===== src/rtl/stump_mem_arbiter.sv =====
// -----------------------------------------------------------------------------
// stump_mem_arbiter
//
// Shares the Stump's single memory port between the CPU and a debug host
// (Perentie-side peek/poke). The CPU owns the port by default; a granted debug
// access takes the port for exactly one cycle (S_DBG) while cpu_hold freezes
// the control block, PC and IR. The following cycle (S_ACK) returns the port to
// the CPU and pulses dbg_ack. A bounded-wait counter lets debug pre-empt a CPU
// that issues back-to-back memory cycles after MAX_WAIT consecutive denials.
//
// Ports:
//   clk, rst          clock; synchronous active-low reset
//   cpu_addr/wdata    CPU address and write data
//   cpu_wen/ren       CPU write/read enables
//   cpu_rdata         read data to CPU (straight from memory)
//   cpu_hold          CPU must not advance this cycle
//   dbg_req/we        debug request (level) and direction (1 = write)
//   dbg_addr/wdata    debug address and write data
//   dbg_halt          debug halt; forces cpu_hold, grants debug immediately
//   dbg_ack           one-cycle completion pulse
//   dbg_rdata         registered debug read data, valid from dbg_ack onward
//   mem_*             memory port (write on clk edge, combinational read)
// -----------------------------------------------------------------------------
module stump_mem_arbiter #(
   parameter int WIDTH    = 16,
   parameter int MAX_WAIT = 4,
   parameter int CNT_W    = 3
) (
   input  logic             clk,
   input  logic             rst,
   input  logic [WIDTH-1:0] cpu_addr,
   input  logic [WIDTH-1:0] cpu_wdata,
   input  logic             cpu_wen,
   input  logic             cpu_ren,
   output logic [WIDTH-1:0] cpu_rdata,
   output logic             cpu_hold,
   input  logic             dbg_req,
   input  logic             dbg_we,
   input  logic [WIDTH-1:0] dbg_addr,
   input  logic [WIDTH-1:0] dbg_wdata,
   input  logic             dbg_halt,
   output logic             dbg_ack,
   output logic [WIDTH-1:0] dbg_rdata,
   output logic [WIDTH-1:0] mem_addr,
   output logic [WIDTH-1:0] mem_wdata,
   output logic             mem_wen,
   output logic             mem_ren,
   input  logic [WIDTH-1:0] mem_rdata
);

   typedef enum logic [1:0] {
      S_CPU = 2'd0,
      S_DBG = 2'd1,
      S_ACK = 2'd2
   } state_t;

   typedef struct packed {
      logic [WIDTH-1:0] addr;
      logic [WIDTH-1:0] wdata;
      logic             wen;
      logic             ren;
   } port_t;

   localparam logic [CNT_W-1:0] WAIT_LIM = CNT_W'(MAX_WAIT);

   state_t           state, state_nxt;
   logic [CNT_W-1:0] wait_cnt, wait_nxt;
   logic             cpu_req;
   logic             grant;
   port_t            cpu_port, dbg_port, mem_port;

   assign cpu_req  = cpu_wen | cpu_ren;
   assign cpu_hold = (state == S_DBG) | dbg_halt;
   assign dbg_ack  = (state == S_ACK);

   // Debug wins when the CPU leaves the port idle, when the CPU is halted
   // anyway, or once it has been starved for MAX_WAIT consecutive cycles.
   // Never granted from S_ACK, so a still-high dbg_req there is ignored.
   assign grant = (state == S_CPU) & dbg_req &
                  (~cpu_req | dbg_halt | (wait_cnt == WAIT_LIM));

   // ---------------------------------------------------------------- next state
   always_comb begin
      state_nxt = state;
      wait_nxt  = wait_cnt;
      case (state)
         S_CPU: begin
            if (grant) begin
               state_nxt = S_DBG;
               wait_nxt  = '0;
            end else if (!dbg_req) begin
               wait_nxt  = '0;
            end else if (cpu_req && (wait_cnt != WAIT_LIM)) begin
               // denied this cycle: count towards forced pre-emption
               wait_nxt  = wait_cnt + CNT_W'(1);
            end
         end
         S_DBG:   state_nxt = S_ACK;
         S_ACK:   state_nxt = S_CPU;
         default: state_nxt = S_CPU;
      endcase
   end

   // ------------------------------------------------------------------ registers
   always_ff @(posedge clk) begin
      if (!rst) begin
         state     <= S_CPU;
         wait_cnt  <= '0;
         dbg_rdata <= '0;
      end else begin
         state    <= state_nxt;
         wait_cnt <= wait_nxt;
         // capture on the S_DBG -> S_ACK edge; writes leave the old value
         if ((state == S_DBG) && !dbg_we)
            dbg_rdata <= mem_rdata;
      end
   end

   // ------------------------------------------------------------------ port mux
   always_comb begin
      cpu_port.addr  = cpu_addr;
      cpu_port.wdata = cpu_wdata;
      cpu_port.wen   = cpu_wen & ~cpu_hold;
      cpu_port.ren   = cpu_ren & ~cpu_hold;

      dbg_port.addr  = dbg_addr;
      dbg_port.wdata = dbg_wdata;
      dbg_port.wen   = dbg_we;
      dbg_port.ren   = ~dbg_we;

      mem_port = (state == S_DBG) ? dbg_port : cpu_port;

      // Enables are killed combinationally while reset is asserted so that an
      // access (including an aborted debug write) can never land on the reset
      // edge.
      if (!rst) begin
         mem_port.wen = 1'b0;
         mem_port.ren = 1'b0;
      end
   end

   assign mem_addr  = mem_port.addr;
   assign mem_wdata = mem_port.wdata;
   assign mem_wen   = mem_port.wen;
   assign mem_ren   = mem_port.ren;

   // The CPU ignores this while held, so no muxing is needed.
   assign cpu_rdata = mem_rdata;

endmodule


===== config.mk =====
export PLATFORM = sky130hd
export DESIGN_NAME = stump_mem_arbiter
export DESIGN_NICKNAME = d
export VERILOG_FILES = /design/src/rtl/stump_mem_arbiter.sv
export SDC_FILE = /design/constraint.sdc
export NUM_CORES = 1
export LEC_CHECK = 0
export BUFFER_PORTS_ARGS = -buffer_cell sky130_fd_sc_hd__buf_2
export CAP_MARGIN = 0
export CORE_UTILIZATION = 39
export CTS_CLUSTER_DIAMETER = 200
export CTS_CLUSTER_SIZE = 16
export DETAILED_ROUTE_END_ITERATION = 10
export PLACE_DENSITY = 0.95
export SLEW_MARGIN = 30
export SYNTH_ARGS = -nofsm -noshare
export SYNTH_HDL_FRONTEND = slang
export SYNTH_SLANG_ARGS = --single-unit

===== constraint.sdc =====
create_clock -name clk -period 3.3 [get_ports clk]
set_input_delay 0.825 -clock clk [delete_from_list [all_inputs] [get_ports clk]]
set_output_delay 0.825 -clock clk [all_outputs]
set_load 0.01 [all_outputs]

==> results of run 1 <==
[cells in the mapped netlist (2+ instances only)]
| master | n |
|---|---|
| sky130_fd_sc_hd__nand2_1 | 34 |
| sky130_fd_sc_hd__mux2_4 | 25 |
| sky130_fd_sc_hd__dfxtp_1 | 21 |
| sky130_fd_sc_hd__buf_4 | 17 |
| sky130_fd_sc_hd__a21boi_1 | 11 |
| sky130_fd_sc_hd__a21boi_0 | 8 |
| sky130_fd_sc_hd__mux2_2 | 7 |
| sky130_fd_sc_hd__buf_6 | 6 |
| sky130_fd_sc_hd__inv_1 | 3 |
| sky130_fd_sc_hd__nor2b_1 | 3 |
| sky130_fd_sc_hd__o21ai_0 | 3 |
| sky130_fd_sc_hd__clkbuf_1 | 2 |
| sky130_fd_sc_hd__ha_1 | 2 |
| sky130_fd_sc_hd__nand4_1 | 2 |
[sequential cells by signal, summed over array words and instances, names as in the netlist]
name / flops
dbg_rdata: 16
state: 2
wait_cnt: 3
[worst max-delay path: cells and delay by family, from the launching register on]
kind                   cells  cell delay [ps]
flip-flops                 1              430
multiplexers               1              360
AND/OR/NAND/NOR            1              400
buffers and inverters      2              410
[cell usage in the layout (no fill, tap or decap)]
cell                          n
sky130_fd_sc_hd__nand4_1      2
sky130_fd_sc_hd__a21boi_0     8
sky130_fd_sc_hd__clkbuf_1     1
sky130_fd_sc_hd__buf_2      154
sky130_fd_sc_hd__mux2_4      25
sky130_fd_sc_hd__or2_2        1
sky130_fd_sc_hd__nor2b_1      2
sky130_fd_sc_hd__nor3b_4      1
sky130_fd_sc_hd__and2_1       1
sky130_fd_sc_hd__o2111ai_1    1
sky130_fd_sc_hd__o21a_1       1
sky130_fd_sc_hd__nor2b_4      1
sky130_fd_sc_hd__nor4b_1      1
sky130_fd_sc_hd__ha_1         2
sky130_fd_sc_hd__mux2_2       7
sky130_fd_sc_hd__a21boi_1    11
sky130_fd_sc_hd__a21oi_1      1
sky130_fd_sc_hd__nand3_1      1
sky130_fd_sc_hd__and2b_1      1
sky130_fd_sc_hd__clkbuf_8     3
sky130_fd_sc_hd__dfxtp_1     21
sky130_fd_sc_hd__o21ai_0      3
sky130_fd_sc_hd__or3b_1       1
sky130_fd_sc_hd__inv_1        3
sky130_fd_sc_hd__nand2_1     34
sky130_fd_sc_hd__buf_12       1
sky130_fd_sc_hd__nand3b_1     1
sky130_fd_sc_hd__a2bb2oi_1    1
sky130_fd_sc_hd__nor2_1       1
sky130_fd_sc_hd__nor3b_1      1
sky130_fd_sc_hd__buf_4        1
[where the power goes]
part	total, mW	switching, mW	internal [mW]	leakage [nW]
clock	0.159	0.0737	0.0857	0.0228
combinational	0.217	0.0925	0.125	0.987
sequential	0.265	0.00478	0.260	0.170
[routing by layer]
metal / global-route usage [%] / vias to the layer above / wire length, µm
li1: - / 790 / -
met1: 22.5 / 702 / 1780
met2: 27.3 / 61 / 2010
met3: 2.29 / 2 / 194
met4: 5.00 / 0 / 27
met5: 0 / - / 0
[cell families after synthesis]
group                      Yosys count
AOI/OAI and AO/OA                   26
adders and majority gates            2
buffers and inverters               28
DFF                                 21
muxes                               32
and+or+nand+nor                     49
[cell type report]
type	instances	area [µm²]
Clock buffer	4	45.0
Sequential cell	21	420
Fill cell	331	1470
Inverter	3	11.3
Tap cell	48	60.1
Multi-Input combinational cell	109	913
Timing Repair Buffer	156	798
[through the flow]
stage,power (mW),utilization [%],setup WS (ps),hold WS [ps]
2_1_floorplan,0.400,-,1010,458
3_3_place_gp,0.483,59.3,862,439
3_5_place_dp,0.488,59.3,845,446
4_1_cts,0.649,60.5,608,456
5_1_grt,0.676,60.5,518,472
6_report,0.641,60.5,617,453
[worst max path at each step]
stage | startpoint | slack [ps] | depth (start not counted) | endpoint
after floorplan | dbg_we | 1010 | 3 | mem_ren
after CTS | state[0] | 610 | 4 | mem_addr[10]
final | state[0] | 620 | 4 | mem_addr[10]
after global routing | state[0] | 520 | 4 | mem_addr[10]
after global placement | dbg_we | 860 | 5 | mem_ren
after detailed placement | dbg_we | 850 | 5 | mem_ren
==> impl_metrics.csv, run 1 <==
group,metric,value,unit
worst_hold_path,timing.hold.worst_endpoint,"dbg_rdata[2]",
logic_synthesis,seq_area_frac_synth,27.3,%
timing,grt_setup_unrepaired,"no",
logic_synthesis,ys.flop_type,"sky130_fd_sc_hd__dfxtp_1",
routing,postRouteAntennaNets,0,
clock_network,post_cts_repair_timing_setup_buffer_count,0,
logic_synthesis,synth_cell_type_count,28,
routing,routed_wl,4010,µm
floorplanning,io_pins,155,
routing,drt_first_pass_iters,4,
clock_network,cts_sinks,21,
clock_network,clkLatencyLatePin,250,ps
layout,syn_to_final_growth,46.0,%
logic_synthesis,synth.top_cell.area_share,27.3,%
clock_network,cts_repair_resize_count,0,
worst_hold_path,hold_start,"dbg_rdata[2]",
timing,finalMaxSlewViolations,0,
routing,drcViolationCount,0,
worst_setup_path,r2r-start,"state[1]",
placement,dp_wirelength,3380,µm
worst_setup_path,crit_path_end_kind,"output port",
clock_network,ctsLongestPathBuffers,2,
logic_synthesis,synth-async-reset-ratio,0,%
logic_synthesis,synth_warnings,0,
global_route,grt_pass1_wl,5510,µm
logic_synthesis,synth_edf_count,0,
power,ratio_of_total_power_to_cell_area,285,mW/mm²
layout,post_layout_nonfiller_instances,341,
worst_setup_path,cells_along_the_critical_path,"nor2b_4 -> buf_12 -> mux2_2 -> buf_2",
worst_setup_path,reg2reg_depth,3,
worst_setup_path,worst_setup_path_start_kind,"register",
routing,routed_via_density,4.56,
global_route,grt-ovfl-total,0,
floorplanning,fp.dieArea,0.00420,mm²
worst_setup_path,cp_slowest_stage_delay,430,ps
timing,worst_pin_slew,527,ps
logic_synthesis,syn-instance-count,158,
worst_setup_path,reg2reg_to,"dbg_rdata[14]",
logic_synthesis,synth.largest_area_cell,"sky130_fd_sc_hd__dfxtp_1",
logic_synthesis,synth-adder-area-share,1.62,%
clock_network,tritoncts,"built",
timing,layout_worst_path_cycle_share,81.3,%
floorplanning,die_y,64.8,µm
worst_hold_path,min-delay-path-class,"reg2reg",
layout,num-nets-final,383,
routing,avgRoutedWirePerCell,11.8,µm
status,outcome,"finished, final reports clean",
global_route,grt_usage,16.7,%
logic_synthesis,syn-num-nets,247,
placement,place.port_buffers,154,
power,irDropWorstVdd,0.193,mV
logic_synthesis,synth-seq-cells,21,
logic_synthesis,synth_compound_area_share,12.2,%
timing,slew_headroom,64.9,%
timing,finalCriticalPeriod,2680,ps
timing,setup_tns,0,ps
logic_synthesis,post_synth_and_or_nand_nor_area_fraction,15.5,%
floorplanning,start_util,41.4,%
placement,placement.cell_area,0.00220,mm²
worst_setup_path,setup_crit_path_kind,"reg2out",
clock_network,htree_num_levels,1,
timing,final.setup_skew,1.61,ps
logic_synthesis,combinational_family_with_the_most_area_after_synthesis,"multiplexers",
global_route,first_global_vias,1282,
global_route,grt_max_degree,28,
flow_run,drv_cap,0,
routing,num_vias,1555,
worst_setup_path,critPathMaxFanout,27,
floorplanning,die_w,64.8,µm
timing,max_freq,0.373,GHz
placement,post-place-cells,337,
logic_synthesis,synthesis.area,0.00154,mm²
floorplanning,row_count,22,
logic_synthesis,synth.avg_cell_area,9.75,µm²
routing,first_iter_violations,26,
clock_network,cts_root_buf,"sky130_fd_sc_hd__clkbuf_8",
layout,final_layout_size_suffix_gt1_share,66.2,%
clock_network,clk_pin_slew,70,ps
floorplanning,floorplan.core_area,0.00372,mm²
logic_synthesis,muxShareOfSynthArea,29.5,%
timing,report.final.hold_viol_count,0,
layout,diodes,0,
layout,final_design_area_no_fill,0.00225,mm²
global_route,antenna_found_initial,0,
clock_network,cts_buf_count,3,
worst_setup_path,worst-r2r-setup-slack,1880,ps
logic_synthesis,area_share_of_xor_xnor_cells_in_the_synthesized_design,0,%
placement,place.gp.congestion,0.725,
clock_network,post_cts_hold_buffer_count,0,
timing,final_count_of_negative_setup_slack_endpoints,0,
worst_setup_path,worstPathArrival,1860,ps
worst_hold_path,worst_hold_path.num_cells,2,
power,p_leak,1.18,nW
worst_setup_path,cp_max_delay_cell,"sky130_fd_sc_hd__dfxtp_1",
logic_synthesis,synth.area.top_cells,"sky130_fd_sc_hd__dfxtp_1 (27%), sky130_fd_sc_hd__mux2_4 (24%), sky130_fd_sc_hd__buf_4 (8.3%), sky130_fd_sc_hd__nand2_1 (8.3%), sky130_fd_sc_hd__a21boi_1 (5.4%)",
worst_setup_path,crit_required,2470,ps
Note: power is estimated with default switching activity, not from simulation.
==> run 2, diff against run 1 <==
--- a/config.mk
+++ b/config.mk
@@ -7,11 +7,11 @@
 export LEC_CHECK = 0
 export BUFFER_PORTS_ARGS = -buffer_cell sky130_fd_sc_hd__buf_2
 export CAP_MARGIN = 0
-export CORE_UTILIZATION = 39
+export CORE_UTILIZATION = 36
 export CTS_CLUSTER_DIAMETER = 200
 export CTS_CLUSTER_SIZE = 16
 export DETAILED_ROUTE_END_ITERATION = 10
-export PLACE_DENSITY = 0.95
+export PLACE_DENSITY = 0.89
 export SLEW_MARGIN = 30
 export SYNTH_ARGS = -nofsm -noshare
 export SYNTH_HDL_FRONTEND = slang
==> constraint.sdc (replaced) <==
create_clock -name clk -period 2.5 [get_ports clk]
set_input_delay 0.625 -clock clk [delete_from_list [all_inputs] [get_ports clk]]
set_output_delay 0.625 -clock clk [all_outputs]
set_load 0.01 [all_outputs]
==> run 2 against run 1 <==
  * Sequential share of layout area down 0.083 points
  * Register-to-register slack got worse by 820 ps
  * Critical path depth is the same
  * Largest cell class unchanged
  * Highest routed layer unchanged
==> impl_metrics.csv, run 2 (synthesis gave the netlist of run 1 again) <==
group,metric,value,unit
layout,biggestRegsByFlops,"dbg_rdata x16, wait_cnt x3, state x2",
layout,final_layout_size_suffix_gt1_share,66.3,%
layout,most_frequent_standard_cell_in_the_layout_excluding_fill_and_tap_cells,"sky130_fd_sc_hd__buf_2",
global_route,grt_max_degree,33,
floorplanning,die_w,67.4,µm
global_route,grt_usage,16.2,%
power,p_leak,1.18,nW
global_route,first_global_vias,1279,
placement,place.port_buffers,154,
floorplanning,start_util,38.0,%
worst_setup_path,worst_setup_path_start_kind,"register",
global_route,antenna_found_initial,0,
worst_setup_path,crit_required,1880,ps
timing,final.setup_skew,9.92,ps
routing,routed_wl,4250,µm
timing,finalCriticalPeriod,2400,ps
layout,postLayoutCoreUtil,55.7,%
timing,worst_pin_slew,531,ps
layout,post_layout_nonfiller_instances,344,
routing,postRouteAntennaNets,0,
clock_network,cts_repair_resize_count,0,
clock_network,cts_root_buf,"sky130_fd_sc_hd__clkbuf_8",
timing,setup_tns,0,ps
routing,drcViolationCount,0,
clock_network,cts_buf_count,3,
timing,final_count_of_negative_setup_slack_endpoints,0,
floorplanning,die_y,67.4,µm
worst_setup_path,worstPathArrival,1770,ps
layout,most-common-layout-cells,"sky130_fd_sc_hd__buf_2 (154), sky130_fd_sc_hd__nand2_1 (34), sky130_fd_sc_hd__mux2_4 (25), sky130_fd_sc_hd__dfxtp_1 (21), sky130_fd_sc_hd__a21boi_1 (11)",
timing,report.final.hold_viol_count,0,
placement,dp_wirelength,3570,µm
routing,routed_via_density,4.57,
clock_network,cts_sinks,21,
clock_network,clk_pin_slew,80,ps
timing,layout_worst_path_cycle_share,95.9,%
power,total_power,853,µW
layout,syn_to_final_growth,46.6,%
worst_setup_path,setup_crit_path_kind,"reg2out",
timing,grt_setup_unrepaired,"no",
layout,diodes,0,
worst_setup_path,crit_path_end_kind,"output port",
routing,drt_first_pass_iters,4,
clock_network,htree_num_levels,1,
timing,fin_worst_hold_slack,451,ps
global_route,grt-ovfl-total,0,
flow_run,drv_cap,0,
worst_hold_path,min-delay-path-class,"reg2reg",
worst_setup_path,critPathMaxFanout,32,
routing,num_vias,1571,
floorplanning,floorplan.core_area,0.00406,mm²
layout,regMostFlops,"dbg_rdata",
placement,post-place-cells,340,
clock_network,post_cts_hold_buffer_count,0,
placement,place.gp.congestion,0.758,
global_route,grt_pass1_wl,5560,µm
clock_network,ctsLongestPathBuffers,2,
layout,num-nets-final,384,
floorplanning,io_pins,155,
power,ratio_of_total_power_to_cell_area,378,mW/mm²
power,irDropWorstVdd,0.196,mV
status,outcome,"finished, final reports clean",
routing,avgRoutedWirePerCell,12.4,µm
floorplanning,row_count,23,
timing,slew_headroom,64.6,%
clock_network,post_cts_repair_timing_setup_buffer_count,0,
timing,max_freq,0.417,GHz
routing,first_iter_violations,29,
layout,largest_register_ff_count,16,
floorplanning,fp.dieArea,0.00454,mm²
clock_network,clkLatencyLatePin,250,ps
timing,finalMaxSlewViolations,0,
clock_network,tritoncts,"built",
run 2: final timing paths:
kind	startpoint	cells after the start	slack, ps	endpoint
setup / recovery	state[0]	4	100	mem_addr[7]
hold / removal	dbg_rdata[3]	2	450	dbg_rdata[3]
setup reg to reg	state[1]	3	1060	dbg_rdata[1]
hold reg to reg	dbg_rdata[3]	2	450	dbg_rdata[3]
run 2: metal layers:
layer | routed length [µm] | up-vias | GRT usage, % | part of all wire [%]
li1 | - | 797 | - | -
met1 | 1880 | 699 | 20.1 | 44
met2 | 2150 | 73 | 29.0 | 50
met3 | 225 | 2 | 3.21 | 5.3
met4 | 2 | 0 | 2.39 | 0.047
met5 | 0 | - | 0 | 0
run 2: layout make-up:
type | instances | area [µm²]
Clock buffer | 4 | 45.0
Fill cell | 392 | 1800
Inverter | 3 | 11.3
Multi-Input combinational cell | 109 | 913
Sequential cell | 21 | 420
Tap cell | 50 | 62.6
Timing Repair Buffer | 157 | 806
run 2: worst max-delay path: stages, from the launching register on:
cell                      delay [ps]
sky130_fd_sc_hd__dfxtp_1         440
sky130_fd_sc_hd__nor2b_4         300
sky130_fd_sc_hd__buf_12          270
sky130_fd_sc_hd__mux2_2          360
sky130_fd_sc_hd__buf_2           140
run 2: power breakdown:
group	total [mW]	internal (mW)	switching, mW
clock network	0.215	0.113	0.102
logic	0.288	0.165	0.123
registers	0.349	0.343	0.00626
total	0.853	0.621	0.231
run 2: stage by stage:
stage	setup slack [ps]	cell area [µm²]
2_1_floorplan	611	1540
3_3_place_gp	452	2210
5_1_grt	11.1	2260
3_5_place_dp	394	2210
4_1_cts	94.1	2260
6_report	101	2260
